<file path="config.mk">
export PLATFORM = sky130hd
export DESIGN_NAME = access_sequencer_flat
export DESIGN_NICKNAME = d
export VERILOG_FILES = /design/src/rtl/access_sequencer_if.sv /design/src/rtl/access_sequencer.sv /design/src/flat_wrapper.sv
export SDC_FILE = /design/constraint.sdc
export NUM_CORES = 1
export LEC_CHECK = 0
export ABC_AREA = 1
export BUFFER_PORTS_ARGS = -buffer_cell sky130_fd_sc_hd__buf_2
export CORE_ASPECT_RATIO = 0.6
export CORE_MARGIN = 2
export CORE_UTILIZATION = 45
export CTS_CLUSTER_SIZE = 14
export DETAILED_ROUTE_END_ITERATION = 16
export GPL_TIMING_DRIVEN = 1
export PLACE_DENSITY = 0.72
export SLEW_MARGIN = 30
export SYNTH_ARGS = -nofsm -noshare
export SYNTH_HDL_FRONTEND = slang
export SYNTH_SLANG_ARGS = --single-unit
</file>
<file path="constraint.sdc">
create_clock -name clk -period 2.66 [get_ports clk]
set_input_delay 0.266 -clock clk [delete_from_list [all_inputs] [get_ports clk]]
set_output_delay 0.266 -clock clk [all_outputs]
set_load 0.02 [all_outputs]
</file>
<file path="src/rtl/access_sequencer_if.sv">
// Bus bundle between the door-lock sequencer and its keypad/actuator side.
// The master drives the keypad inputs. The slave (the sequencer) drives the
// actuator and status outputs.
interface access_sequencer_if #(
    parameter int unsigned PW_W = 17
) ();
    logic [PW_W-1:0] in_password;
    logic [PW_W-1:0] change_password;
    logic            enter_btn;
    logic            rs_btn;
    logic            unlock;
    logic            alarm;
    logic            locked_out;
    logic            pw_changed;
    logic [2:0]      fail_count;

    modport master (
        output in_password, change_password, enter_btn, rs_btn,
        input  unlock, alarm, locked_out, pw_changed, fail_count
    );

    modport slave (
        input  in_password, change_password, enter_btn, rs_btn,
        output unlock, alarm, locked_out, pw_changed, fail_count
    );
endinterface

</file>
<file path="src/rtl/access_sequencer.sv">
// Smart-home door lock sequencer. It holds the stored password, runs the
// master-key change flow, counts failed attempts, times the lockout and
// auto-relocks the door. Button edges become single entry events, and every
// output is registered.
module access_sequencer #(
    parameter int unsigned     PW_W           = 17,
    parameter logic [PW_W-1:0] MASTER_KEY     = 17'd45675,
    parameter logic [PW_W-1:0] DEFAULT_PW     = 17'd12345,
    parameter int unsigned     MAX_FAILS      = 3,
    parameter int unsigned     LOCKOUT_CYCLES = 16,
    parameter int unsigned     UNLOCK_CYCLES  = 8
) (
    input  logic              clk,
    input  logic              rst_n,
    access_sequencer_if.slave bus
);
    // One shared down-counter serves both OPEN and LOCKOUT, so it is sized
    // for the longer of the two intervals.
    localparam int unsigned CNT_MAX = (LOCKOUT_CYCLES > UNLOCK_CYCLES) ?
                                      LOCKOUT_CYCLES : UNLOCK_CYCLES;
    localparam int unsigned CNT_W   = $clog2(CNT_MAX + 1);
    localparam logic [2:0]  MAX_F   = 3'(MAX_FAILS);

    typedef enum logic [1:0] {IDLE, CHECK, OPEN, LOCKOUT} state_t;

    state_t            state_q, state_d;
    logic [PW_W-1:0]   stored_pw_q, stored_pw_d;
    logic [PW_W-1:0]   cap_pw_q, cap_pw_d;
    logic [PW_W-1:0]   cap_chg_q, cap_chg_d;
    logic              cap_rs_q, cap_rs_d;
    logic [2:0]        fail_q, fail_d;
    logic              alarm_q, alarm_d;
    logic              unlock_q, unlock_d;
    logic              locked_q, locked_d;
    logic              pw_chg_q, pw_chg_d;
    logic              btn_prev_q;
    logic [CNT_W-1:0]  cnt_q, cnt_d;
    logic [2:0]        fail_inc;
    logic              entry_ev;

    // A rising edge of the enter button is one entry event, however long the button is held.
    assign entry_ev = bus.enter_btn & ~btn_prev_q;

    // Register all state. The reset acts at once, even in the middle of an operation.
    always_ff @(posedge clk or negedge rst_n) begin
        if (!rst_n) begin
            state_q     <= IDLE;
            stored_pw_q <= DEFAULT_PW;
            cap_pw_q    <= '0;
            cap_chg_q   <= '0;
            cap_rs_q    <= 1'b0;
            fail_q      <= 3'd0;
            alarm_q     <= 1'b0;
            unlock_q    <= 1'b0;
            locked_q    <= 1'b0;
            pw_chg_q    <= 1'b0;
            btn_prev_q  <= 1'b0;
            cnt_q       <= '0;
        end else begin
            state_q     <= state_d;
            stored_pw_q <= stored_pw_d;
            cap_pw_q    <= cap_pw_d;
            cap_chg_q   <= cap_chg_d;
            cap_rs_q    <= cap_rs_d;
            fail_q      <= fail_d;
            alarm_q     <= alarm_d;
            unlock_q    <= unlock_d;
            locked_q    <= locked_d;
            pw_chg_q    <= pw_chg_d;
            btn_prev_q  <= bus.enter_btn;
            cnt_q       <= cnt_d;
        end
    end

    // Next-state and next-output logic. Everything holds unless a state changes it.
    always_comb begin
        state_d     = state_q;
        stored_pw_d = stored_pw_q;
        cap_pw_d    = cap_pw_q;
        cap_chg_d   = cap_chg_q;
        cap_rs_d    = cap_rs_q;
        fail_d      = fail_q;
        alarm_d     = alarm_q;
        unlock_d    = unlock_q;
        locked_d    = locked_q;
        pw_chg_d    = 1'b0;
        cnt_d       = cnt_q;
        fail_inc    = (fail_q >= MAX_F) ? MAX_F : fail_q + 3'd1;

        case (state_q)
            IDLE: begin
                if (entry_ev) begin
                    cap_pw_d  = bus.in_password;
                    cap_chg_d = bus.change_password;
                    cap_rs_d  = bus.rs_btn;
                    state_d   = CHECK;
                end
            end
            CHECK: begin
                if (cap_rs_q && cap_pw_q == MASTER_KEY) begin
                    stored_pw_d = cap_chg_q;
                    pw_chg_d    = 1'b1;
                    fail_d      = 3'd0;
                    alarm_d     = 1'b0;
                    state_d     = IDLE;
                end else if (!cap_rs_q && cap_pw_q == MASTER_KEY) begin
                    fail_d  = 3'd0;
                    alarm_d = 1'b0;
                    state_d = OPEN;
                end else if (!cap_rs_q && cap_pw_q == stored_pw_q) begin
                    // Only the master key clears a latched alarm.
                    fail_d  = 3'd0;
                    state_d = OPEN;
                end else begin
                    fail_d = fail_inc;
                    if (fail_inc == MAX_F) begin
                        alarm_d  = 1'b1;
                        locked_d = 1'b1;
                        cnt_d    = CNT_W'(LOCKOUT_CYCLES - 1);
                        state_d  = LOCKOUT;
                    end else begin
                        state_d = IDLE;
                    end
                end
            end
            OPEN: begin
                // The first OPEN cycle raises unlock, which gives the two-edge unlock latency.
                if (entry_ev) begin
                    unlock_d = 1'b0;
                    state_d  = IDLE;
                end else if (!unlock_q) begin
                    unlock_d = 1'b1;
                    cnt_d    = CNT_W'(UNLOCK_CYCLES - 1);
                end else if (cnt_q == '0) begin
                    unlock_d = 1'b0;
                    state_d  = IDLE;
                end else begin
                    cnt_d = cnt_q - CNT_W'(1);
                end
            end
            LOCKOUT: begin
                // Entry events are dropped here. The fail count and alarm stay latched.
                if (cnt_q == '0) begin
                    locked_d = 1'b0;
                    state_d  = IDLE;
                end else begin
                    cnt_d = cnt_q - CNT_W'(1);
                end
            end
            default: state_d = IDLE;
        endcase
    end

    assign bus.unlock     = unlock_q;
    assign bus.alarm      = alarm_q;
    assign bus.locked_out = locked_q;
    assign bus.pw_changed = pw_chg_q;
    assign bus.fail_count = fail_q;
endmodule
</file>
<file path="src/flat_wrapper.sv">
// flat-port wrapper written by rule: the top's interface ports become plain ports
module access_sequencer_flat 
#(
    parameter int unsigned     PW_W           = 17,
    parameter logic [PW_W-1:0] MASTER_KEY     = 17'd45675,
    parameter logic [PW_W-1:0] DEFAULT_PW     = 17'd12345,
    parameter int unsigned     MAX_FAILS      = 3,
    parameter int unsigned     LOCKOUT_CYCLES = 16,
    parameter int unsigned     UNLOCK_CYCLES  = 8
)
  (clk, rst_n, bus_in_password, bus_change_password, bus_enter_btn, bus_rs_btn, bus_unlock, bus_alarm, bus_locked_out, bus_pw_changed, bus_fail_count);
  access_sequencer_if #(.PW_W(PW_W)) bus_i ();
  input  logic clk;
  input  logic rst_n;
  input wire logic [$bits(bus_i.in_password)-1:0] bus_in_password;
  input wire logic [$bits(bus_i.change_password)-1:0] bus_change_password;
  input wire logic [$bits(bus_i.enter_btn)-1:0] bus_enter_btn;
  input wire logic [$bits(bus_i.rs_btn)-1:0] bus_rs_btn;
  output wire logic [$bits(bus_i.unlock)-1:0] bus_unlock;
  output wire logic [$bits(bus_i.alarm)-1:0] bus_alarm;
  output wire logic [$bits(bus_i.locked_out)-1:0] bus_locked_out;
  output wire logic [$bits(bus_i.pw_changed)-1:0] bus_pw_changed;
  output wire logic [$bits(bus_i.fail_count)-1:0] bus_fail_count;
  assign bus_i.in_password = bus_in_password;
  assign bus_i.change_password = bus_change_password;
  assign bus_i.enter_btn = bus_enter_btn;
  assign bus_i.rs_btn = bus_rs_btn;
  assign bus_unlock = bus_i.unlock;
  assign bus_alarm = bus_i.alarm;
  assign bus_locked_out = bus_i.locked_out;
  assign bus_pw_changed = bus_i.pw_changed;
  assign bus_fail_count = bus_i.fail_count;
  access_sequencer #(.PW_W(PW_W), .MASTER_KEY(MASTER_KEY), .DEFAULT_PW(DEFAULT_PW), .MAX_FAILS(MAX_FAILS), .LOCKOUT_CYCLES(LOCKOUT_CYCLES), .UNLOCK_CYCLES(UNLOCK_CYCLES)) u_core (.clk(clk), .rst_n(rst_n), .bus(bus_i));
endmodule
</file>
==> key figures <==
Power
  • Sequential Power Share: 0.390
  • Sw Share: 0.356
  • Clock power frac: 0.285
  • Logic gate share of total power: 0.325
  • Psw: 1.53 mW
  • Leakage: between 1.5 and 2 nW
  • Pwr per Cell Area: 1110 nW/um^2
  • Pint: 2.76 mW
  • Worst VDD drop: roughly 0.53 mV

Timing
  • Final setup violation count: 0
  • Fmax: 533 MHz
  • Fin. Hold Viols: 0
  • Worst-margin pin slew: around 0.43 ns
  • RSZ-0062 raised after global routing: no
  • Slew Viols, Final: 0
  • Tcrit/Tclk final: 0.705
  • Tmin final: 1.88 ns
  • Clk_skew: roughly 0.0029 ns
  • Final setup margin: 0.784 ns
  • Rel. slew slack: 0.711
  • Setup TNS: 0 ns

Setup path
  • CP delay by family, top: simple AND/OR/NAND/NOR gates
  • WP data arrival: between 2 and 2.5 ns
  • CP max-delay cell: dfrtp_1
  • CP cell instances: ha_1 > ha_1 > inv_1 > nand2_1 > nand2_1 > nor2_1 > nand2_1 > nand2_1 > nand2_1 > nand2_1 > nand2_1
  • CP required: roughly 2.9 ns
  • Crit Path Class: reg -> reg
  • Worst r2r dst: u_core.cnt_q[0]$_DFFE_PN0P_
  • CP endpoint kind: flip-flop
  • R2r worst-path depth: 11
  • CP Max Fanout: 6
  • Crit path buffers/inverters: 1
  • Reg2reg setup slack: between 0.7 and 0.8 ns
  • Cell mode on critical path: nand2_1
  • CP startpoint kind: flip-flop
  • Worst r2r src: u_core.bus.fail_count[0]$_DFFE_PN0N_
  • CP max stage delay: ~0.40 ns

Floorplanning
  • Die ar.: between 7000 and 8000 um^2
  • Die width: between 100 and 150 um
  • Initial Util: 0.473
  • Die Ht: 69.4 um
  • Ports: 45
  • Core Area: 6790 um^2
  • Site Rows: 23

Synthesis
  • Largest cells by area after synthesis: dfrtp_1 48%, nand2_1 14%, mux2_2 6.3%
  • Async SR Flop Fraction: 1.00
  • Biggest area consumer among synthesized cells: dfrtp_1
  • Post-synthesis net count: roughly 420
  • Synthesized area: about 3200 um^2
  • Post-synth top area share: 0.476
  • EDFF count, synth: 0
  • #FFs+latches synth: 67
  • Number of warnings issued by yosys: 0
  • Mean Syn Cell Area: 8.51 um^2
  • Post-synthesis sequential area ratio: 0.525
  • Mapped Cells: 377
  • Synth cell types: 30
  • Main synth FF type: dfrtp_1

Drt
  • Vias: 2555
  • Starting DRT DRC Count: around 170
  • Drt drc: 2
  • Avg WL per Cell: 13.0 um
  • Drt total wl: 6.76 mm
  • Final ANT Viol Nets: 0
  • Routed vias/inst: between 4 and 5
  • Initial DRT Pass Iterations: 10

Final layout
  • P&R area growth vs syn: 20.4%
  • Most common cell after layout, fill and taps aside: nand2_1
  • Final Util: 0.569
  • ANT cells: 0
  • Most frequent cells in the layout: 119 x nand2_1, 61 x dfrtp_1, 44 x nor2_1, 44 x buf_2, 43 x inv_1
  • Layout net count: 470
  • Share of cells above drive strength 1: 0.219
  • Post-route design area: slightly below 4000 um^2

Global routing
  • First-pass GRT wire length: about 12 mm
  • Total grt overflow: 0
  • GRT Overall Usage: 0.194
  • Largest net degree at the start of global routing: 68
  • Initial antenna violation count: 0
  • Vias in the first global route: between 2000 and 2500

Run
  • Max_cap viols: 0

Placed design
  • Routability Congestion: ~0.90
  • Place WS: roughly 0.82 ns
  • Cell area after placement: roughly 3500 um^2
  • Port bufs: 44
  • Final HPWL DP: 4.80 mm

Clock network
  • Number of post-CTS setup repair buffers: 0
  • Root Driver: clkbuf_16
  • Register clock-pin slew on the reported worst setup and hold paths: about 0.05 ns
  • Skew-Pair Late Insertion Delay: 0.32 ns
  • Clk sinks: between 60 and 70
  • CTS tree: built
  • CTS max path bufs: 2
  • CTS Buf Count: 9
  • # H-tree levels: 3

Run status
  • Failing checks: design-rule violations
  • Status: finished with violations

Hold path
  • Hold WC Path Type: in -> reg
  • WHS Path Cells: 1
  • Min-delay src: bus_enter_btn
  • WHS Endpoint: u_core.btn_prev_q$_DFF_PN0_
[worst max-delay path by stage]
stage | start | end | slack [ns] | depth (start not counted)
floorplan | u_core.bus.fail_count[0]$_DFFE_PN0N_ | u_core.cnt_q[2]$_DFFE_PN0P_ | 0.88 | 11
global placement | u_core.bus.fail_count[0]$_DFFE_PN0N_ | u_core.cnt_q[3]$_DFFE_PN0P_ | 0.88 | 11
detailed placement | u_core.bus.fail_count[0]$_DFFE_PN0N_ | u_core.cnt_q[0]$_DFFE_PN0P_ | 0.82 | 11
CTS | u_core.bus.fail_count[0]$_DFFE_PN0N_ | u_core.cnt_q[0]$_DFFE_PN0P_ | 0.79 | 11
global route | u_core.bus.fail_count[0]$_DFFE_PN0N_ | u_core.cnt_q[2]$_DFFE_PN0P_ | 0.57 | 11
finish | u_core.bus.fail_count[0]$_DFFE_PN0N_ | u_core.cnt_q[0]$_DFFE_PN0P_ | 0.78 | 11
[power groups by stage]
stage	Combinational [mW]	Sequential, mW	Clock, mW
floorplan	1.04	1.64	0
global placement	1.34	1.67	0
detailed placement	1.39	1.68	0
CTS	1.41	1.67	1.25
global route	1.60	1.73	1.32
finish	1.40	1.67	1.22
[synthesized netlist by cell type, types with 2 or more instances]
| cell type | count |
|---|---|
| a21oi_1 | 18 |
| buf_2 | 4 |
| buf_6 | 2 |
| clkbuf_1 | 2 |
| dfrtp_1 | 61 |
| dfstp_2 | 6 |
| ha_1 | 3 |
| inv_1 | 43 |
| mux2_2 | 18 |
| nand2_1 | 120 |
| nand3_1 | 16 |
| nor2_1 | 44 |
| nor4_1 | 2 |
| o211ai_1 | 2 |
| o21ai_0 | 15 |
| o21ai_2 | 2 |
| o22ai_1 | 2 |
| xnor2_1 | 5 |
[flip-flops by register name, summed over array words and instances, names as in the netlist]
name	flops
u_core.bus.unlock	1
u_core.cap_chg_q	17
u_core.stored_pw_q	17
u_core.btn_prev_q	1
u_core.bus.locked_out	1
u_core.cap_rs_q	1
u_core.state_q	2
u_core.cap_pw_q	17
u_core.bus.alarm	1
u_core.cnt_q	5
u_core.bus.fail_count	3
u_core.bus.pw_changed	1
[kinds of logic after synthesis]
| family | synth area share |
|---|---|
| AOI/OAI and AO/OA | 0.0737 |
| xor gates and xnor gates | 0.0164 |
| adders and majority gates | 0.0117 |
| buffers and inverters | 0.0690 |
| DFF | 0.525 |
| muxes | 0.0632 |
| and+or+nand+nor | 0.241 |
[metal layers]
| metal | routed length [um] | track usage | vias up | part of all wire |
|---|---|---|---|---|
| li1 | - | - | 1297 | - |
| met1 | 3430 | 0.295 | 1168 | 0.51 |
| met2 | 2740 | 0.257 | 81 | 0.41 |
| met3 | 489 | 0.0621 | 9 | 0.072 |
| met4 | 97 | 0.0691 | 0 | 0.014 |
| met5 | 0 | 0 | - | 0 |
[metrics by stage]
step,total power [mW],hold WS (ns),instances
floorplan,2.68,-0.0296,377
global placement,3.01,0.314,504
detailed placement,3.07,0.314,504
CTS,4.33,0.0437,521
global route,4.65,0.0461,521
finish,4.29,0.0551,521
[layout make-up]
class / count / area (um^2)
clock buffers: 10 / 229
clock inverters: 6 / 80.1
fillers: 627 / 2930
inverters: 45 / 171
multi-input cells: 257 / 1310
flip-flops and latches: 67 / 1680
well taps: 87 / 109
repair buffers: 49 / 285
[repair_timing]
action,CTS,global route
resized for setup,0,0
hold buffers,1,0
endpoints found under the hold margin,61,0
Note: power is estimated with default switching activity, not from simulation.
